`src/rtl/pc_ir_unit.sv`:
```
// pc_ir_unit: PC, IR, MDR and ALUOut registers of the multicycle MIPS datapath.
// This block forms the memory address and updates the PC under the
// ControlUnit strobes. It also keeps a fetch counter and a sticky flag
// for misaligned PC writes, both for debug.
module pc_ir_unit #(
    parameter logic [31:0] RESET_PC = 32'h0000_0000,
    parameter int          COUNT_W  = 32
) (
    input  logic               clock,
    input  logic               reset,
    input  logic               PCWrite,
    input  logic               PCWriteCond,
    input  logic               Zero,
    input  logic               PCSource1,
    input  logic               PCSource0,
    input  logic               IorD,
    input  logic               IRWrite,
    input  logic [31:0]        alu_result,
    input  logic [31:0]        mem_rdata,
    output logic [31:0]        mem_addr,
    output logic [31:0]        pc,
    output logic [31:0]        instruction,
    output logic [31:0]        mdr,
    output logic [31:0]        alu_out,
    output logic [COUNT_W-1:0] fetch_count,
    output logic               pc_misaligned
);

    logic [1:0]  pc_source;
    logic        pc_we;
    logic        pc_load;
    logic        src_valid;
    logic [31:0] pc_next;

    assign pc_source = {PCSource1, PCSource0};
    assign pc_we     = PCWrite | (PCWriteCond & Zero);
    assign pc_load   = pc_we & src_valid;

    // Memory address is a pure mux so a fetch can use the PC in the same cycle
    assign mem_addr = IorD ? alu_out : pc;

    // Select the candidate next PC; the reserved source code marks the write as void
    always_comb begin
        pc_next   = pc;
        src_valid = 1'b0;
        case (pc_source)
            2'b00: begin
                pc_next   = alu_result;
                src_valid = 1'b1;
            end
            2'b01: begin
                pc_next   = alu_out;
                src_valid = 1'b1;
            end
            2'b10: begin
                pc_next   = {pc[31:28], instruction[25:0], 2'b00};
                src_valid = 1'b1;
            end
            default: begin
                pc_next   = pc;
                src_valid = 1'b0;
            end
        endcase
    end

    // All architectural state updates together; reset wins over every strobe
    always_ff @(posedge clock) begin
        if (reset) begin
            pc            <= RESET_PC;
            instruction   <= 32'h0;
            mdr           <= 32'h0;
            alu_out       <= 32'h0;
            fetch_count   <= '0;
            pc_misaligned <= 1'b0;
        end else begin
            mdr     <= mem_rdata;
            alu_out <= alu_result;
            if (pc_load) begin
                pc <= pc_next;
                if (pc_next[1:0] != 2'b00) begin
                    pc_misaligned <= 1'b1;
                end
            end
            if (IRWrite) begin
                instruction <= mem_rdata;
                fetch_count <= fetch_count + COUNT_W'(1);
            end
        end
    end

endmodule

```
`config.mk`:
```
export PLATFORM = sky130hd
export DESIGN_NAME = pc_ir_unit
export DESIGN_NICKNAME = d
export VERILOG_FILES = /design/src/rtl/pc_ir_unit.sv
export SDC_FILE = /design/constraint.sdc
export NUM_CORES = 1
export LEC_CHECK = 0
export CAP_MARGIN = 30
export CORE_MARGIN = 2
export CORE_UTILIZATION = 30
export DETAILED_ROUTE_END_ITERATION = 16
export PLACE_DENSITY = 0.67
export SLEW_MARGIN = 15
export SYNTH_ARGS = -nofsm -noshare
export SYNTH_HDL_FRONTEND = slang
export SYNTH_SLANG_ARGS = --single-unit
```
`constraint.sdc`:
```
create_clock -name clock -period 2.5 [get_ports clock]
set_clock_uncertainty 0.15 [all_clocks]
set_input_delay 0.625 -clock clock [delete_from_list [all_inputs] [get_ports clock]]
set_output_delay 0.625 -clock clock [all_outputs]
set_load 0.005 [all_outputs]
```
# Word level (Yosys, flattened, before mapping)
# Index checks and enable logic that the tools add are counted.
op_classes:
  n_eq_ne: 2
  bitwise: 4
  addsub: 1
  reduce_logical: 8
  mux: 3
op_table:
  columns: ["cell", "count"]
  rows:
  - ["one-hot mux 32 bit (3 select lines)", 1]
  - ["adder 32 x 1 -> 32 bit, second input constant", 1]
  - ["two-way mux 32 bit", 1]
  - ["AND reduction 2 bit", 2]
  - ["nonzero test 2 bit", 2]
  - ["AND reduction 3 bit", 1]
  - ["nonzero test 3 bit", 1]
  - ["OR reduction 3 bit", 1]
  - ["AND 1 bit", 2]
  - ["equality test 2 x 1 -> 1 bit, second input constant", 1]
  - ["equality test 2 bit, second input constant", 1]
  - ["zero test 2 bit", 1]
  - ["two-way mux 1 bit", 1]
  - ["NOT 1 bit", 1]
  - ["OR 1 bit", 1]
word_totals:
  wordCells: 26
  input_bits: 73
  reg_bits: 161
  out_inout_bits: 193

# Logic depth before layout (Yosys ltp)
depth:
  depth_word: 5
  ltp_mapped: 6

# Least setup slack after synthesis
# Ideal clock, no wire load.
synth_path:
  path_type: "input port to output port"
  from: "in IorD"
  to: "out mem_addr[10]"
  n_path_buf: 2
  slack_ns: 0.207
  cell_stages: 3
  t_arrival_ns: 1.518
  t_required_ns: 1.725
  cell_sequence: "clkbuf_1 -> buf_1 -> mux2_2"
synth_between:
  elab_chain_cells: 1
synth_rtl:
  columns: ["item", "line", "source"]
  rows:
  - ["start: declaration", "16", "input logic IorD,"]
  - ["two-way mux 32 bit", "40", "assign mem_addr = IorD ? alu_out : pc;"]
  - ["end: declaration", "20", "output logic [31:0] mem_addr,"]
# Every way passes these cells.

# Worst setup path after layout
layout_path:
  from: "in IorD"
  to: "out mem_addr[18]"
# The elaborated chain is that of the path after synthesis.

==> results.json <==
{
  "status": "finished, final reports clean",
  "synth_largest_area_cell": "dfxtp_1",
  "crit_required_ns": 1.73,
  "ys_ff_latch": 161,
  "critPathKind": "in2out",
  "synth_cell_types": 30,
  "drt_iter0_markers": 287,
  "power.total_mw": 6.381,
  "rsz0062_at_grt": "false",
  "cts_buffers": 17,
  "leakagePower_nw": 3.859,
  "dp_hpwl_mm": 14.58,
  "instances_no_fill": 1214,
  "cts_sinks": 161,
  "antenna_cells": 0,
  "num_rows": 53,
  "cts_root_buf": "clkbuf_16",
  "async_flop_share_pct": 0,
  "die_h_um": 150.5,
  "synthFlopType": "dfxtp_1",
  "cts_tree": "built",
  "post-route-period-util_pct": 98.58,
  "period_minus_slack_ns": 2.464,
  "final_antenna_net_count": 0,
  "holdBufCountCts": 0,
  "pin_count": 266,
  "r2r_slack_ns": 0.31,
  "syn_nets": 744,
  "grt_max_degree": 73,
  "drive_gt1_share_pct": 10.33,
  "dp_cells": 1181,
  "holdWs_ns": 0.3453,
  "track_usage_pct": 17.73,
  "seq_area_frac_synth_pct": 50.03,
  "port_buffers": 265,
  "grt_pass1_vias": 5508,
  "wirelength_mm": 20.52,
  "cp_cell_sequence": "buf_8, buf_12, mux2_2, clkdlybuf4s50_1",
  "drcViolationCount": 0,
  "hold_viol": 0,
  "via_count": 5765,
  "synth.area.top_cells": "dfxtp_1 (50%), mux2i_1 (10%), nor2b_1 (6.8%)",
  "cts.clk_slew.worst_paths_ns": 0.06,
  "gp_congestion": 0.7678,
  "grt_pass1_wl_mm": 30.83,
  "cp_top_family": "buffers and inverters",
  "arrival_ns": 1.69,
  "fp.dieW_um": 150.5,
  "cp_max_fo": 11,
  "setup_tns_ns": 0,
  "end_kind": "primary output",
  "slew_headroom_pct": 70.60,
  "maxCapViolCount": 0,
  "nFillCells": 2001,
  "initial_core_util_pct": 30.65,
  "dieArea_sq_um": 22660,
  "startpoint_type": "primary input",
  "placeableCoreArea_sq_um": 21020,
  "synth_edf_count": 0,
  "synth_area_sq_um": 6442,
  "placed_area_sq_um": 9454,
  "nets": 1000,
  "routed_via_density": 4.749,
  "drt-wirelength-per-cell_um": 16.90,
  "ir_worst_vdd_v": 0.0004237,
  "crit_slowest_cell": "clkdlybuf4s50_1",
  "p_per_area_nw_per_um2": 631.2,
  "final_cell_area_sq_um": 10110,
  "slew_violations": 0,
  "syn_avg_cell_area_sq_um": 9.616,
  "crit_buf_inv": 3,
  "antenna_found_initial": 0,
  "cts_buffer_depth": 2,
  "setup_violations": 0,
  "yosysTopAreaCellShare_pct": 50.03,
  "drt_first_pass_iters": 4,
  "yosys_warnings": 0,
  "max_freq_mhz": 405.8,
  "insertion_delay_ns": 0.42,
  "syn_inst": 670,
  "hp-class": "reg2reg",
  "worst_slew_pin_slew_ns": 0.4409,
  "grt.overflow.total": 0,
  "cts_max_level": 4,
  "area_growth_pct": 56.90,
  "slowest_delay_ns": 0.44
}
==> timing repair <==
item | CTS | global route
setup buffers | 0 | 0
gates cloned | 1 | 0
gates resized for setup | 7 | 1
hold endpoints to repair | 0 | 0
setup endpoints to repair | 32 | 1
==> where the power goes <==
part	total, mW	internal [mW]	switching, mW	leakage [nW]
clock	2.66	1.51	1.15	0.295
sequential	2.80	2.70	0.105	1.33
combinational	0.920	0.569	0.351	2.24
total	6.38	4.78	1.60	3.86
==> per-layer routing <==
metal  routed length (um)  GRT usage (%)  vias up
met3                 1134          4.879       22
met2                 9816          28.27      162
li1                     -              -     2853
met1                 9079          22.88     2728
met5                    0              0        -
met4                  484          6.557        0
==> Yosys cell counts (2+ instances only) <==
cell and count:
o21ai_0 6, mux2i_1 65, o31ai_1 8, nor2b_1 70
a211oi_1 26, nor4_1 8, nor3_1 11, nand4_1 12
or3_1 5, nand2_1 13, dfxtp_1 161, nor2_1 109
xnor2_1 9, nand3_1 9, and4_1 2, buf_2 5
a21oi_1 50, and3_1 2, or2_2 2, buf_1 12
xor2_1 3, mux2_2 37, clkbuf_1 29, or4_1 10
==> kinds of logic after synthesis <==
logic type / count (synthesis) / synth area share [%]
AO/OA/AOI/OAI: 91 / 8.429
XOR/XNOR: 12 / 1.632
adder cells (fa/ha/maj): 1 / 0.1942
buffers and inverters: 47 / 2.835
flip-flops: 161 / 50.03
multiplexers: 102 / 16.57
AND/OR/NAND/NOR: 256 / 20.31
==> metrics by stage <==
stage / setup WS [ns] / utilization, %
after global placement: -0.02817 / 44.97
after detailed placement: -0.05476 / 44.97
after CTS: 0.01984 / 48.07
after global routing: 0.0006303 / 48.09
final: 0.03558 / 48.09
after floorplan: 0.2072 / -
==> worst min-delay path, cell delays in order, from the launching register on <==
cell	delay, ns
dfxtp_1	0.33
o31ai_1	0.07
a21oi_1	0.05
==> placed cells by master, fill, tap and decap left out, types with 2 or more instances in the layout <==
master and n:
inv_8 3, o21ai_0 6, nor2b_1 69, and4_1 2, nand4_1 12, bufinv_16 2, nor4_1 8, xnor2_1 9
nor3_1 11, clkdlybuf4s50_1 259, xor2_1 3, nand2_1 13, o31ai_1 8, clkbuf_16 17, a21oi_1 49, mux2_2 37
inv_6 3, buf_2 3, mux2i_1 65, dfxtp_1 161, nand3_1 9, a211oi_1 26, buf_12 7, buf_4 11
or3_1 5, or2_2 2, clkinv_4 6, or4_1 10, and3_1 2, nor2_1 109
==> sequential cells by signal, summed over array words and instances, names as in the netlist <==
name and flops:
mdr 32, instruction 32, alu_out 32, pc 32, pc_misaligned 1, fetch_count 32
==> final cells by class <==
cell class	instances	area, sq um	area share [%]
clock inverter	14	172.7	1.708
inverter	1	3.754	0.03713
multi-input combinational	462	3050	30.18
clock buffer	18	429.2	4.246
timing repair buffer	283	2885	28.54
tap	275	344.1	3.404
sequential	161	3223	31.89
==> final timing paths <==
check / startpoint / to / depth (start not counted)
max: IorD / mem_addr[18] / 4
min: fetch_count[29] / fetch_count[29] / 2
max reg2reg: fetch_count[3] / fetch_count[31] / 4
min reg2reg: fetch_count[29] / fetch_count[29] / 2
Note: power is estimated with default switching activity, not from simulation.
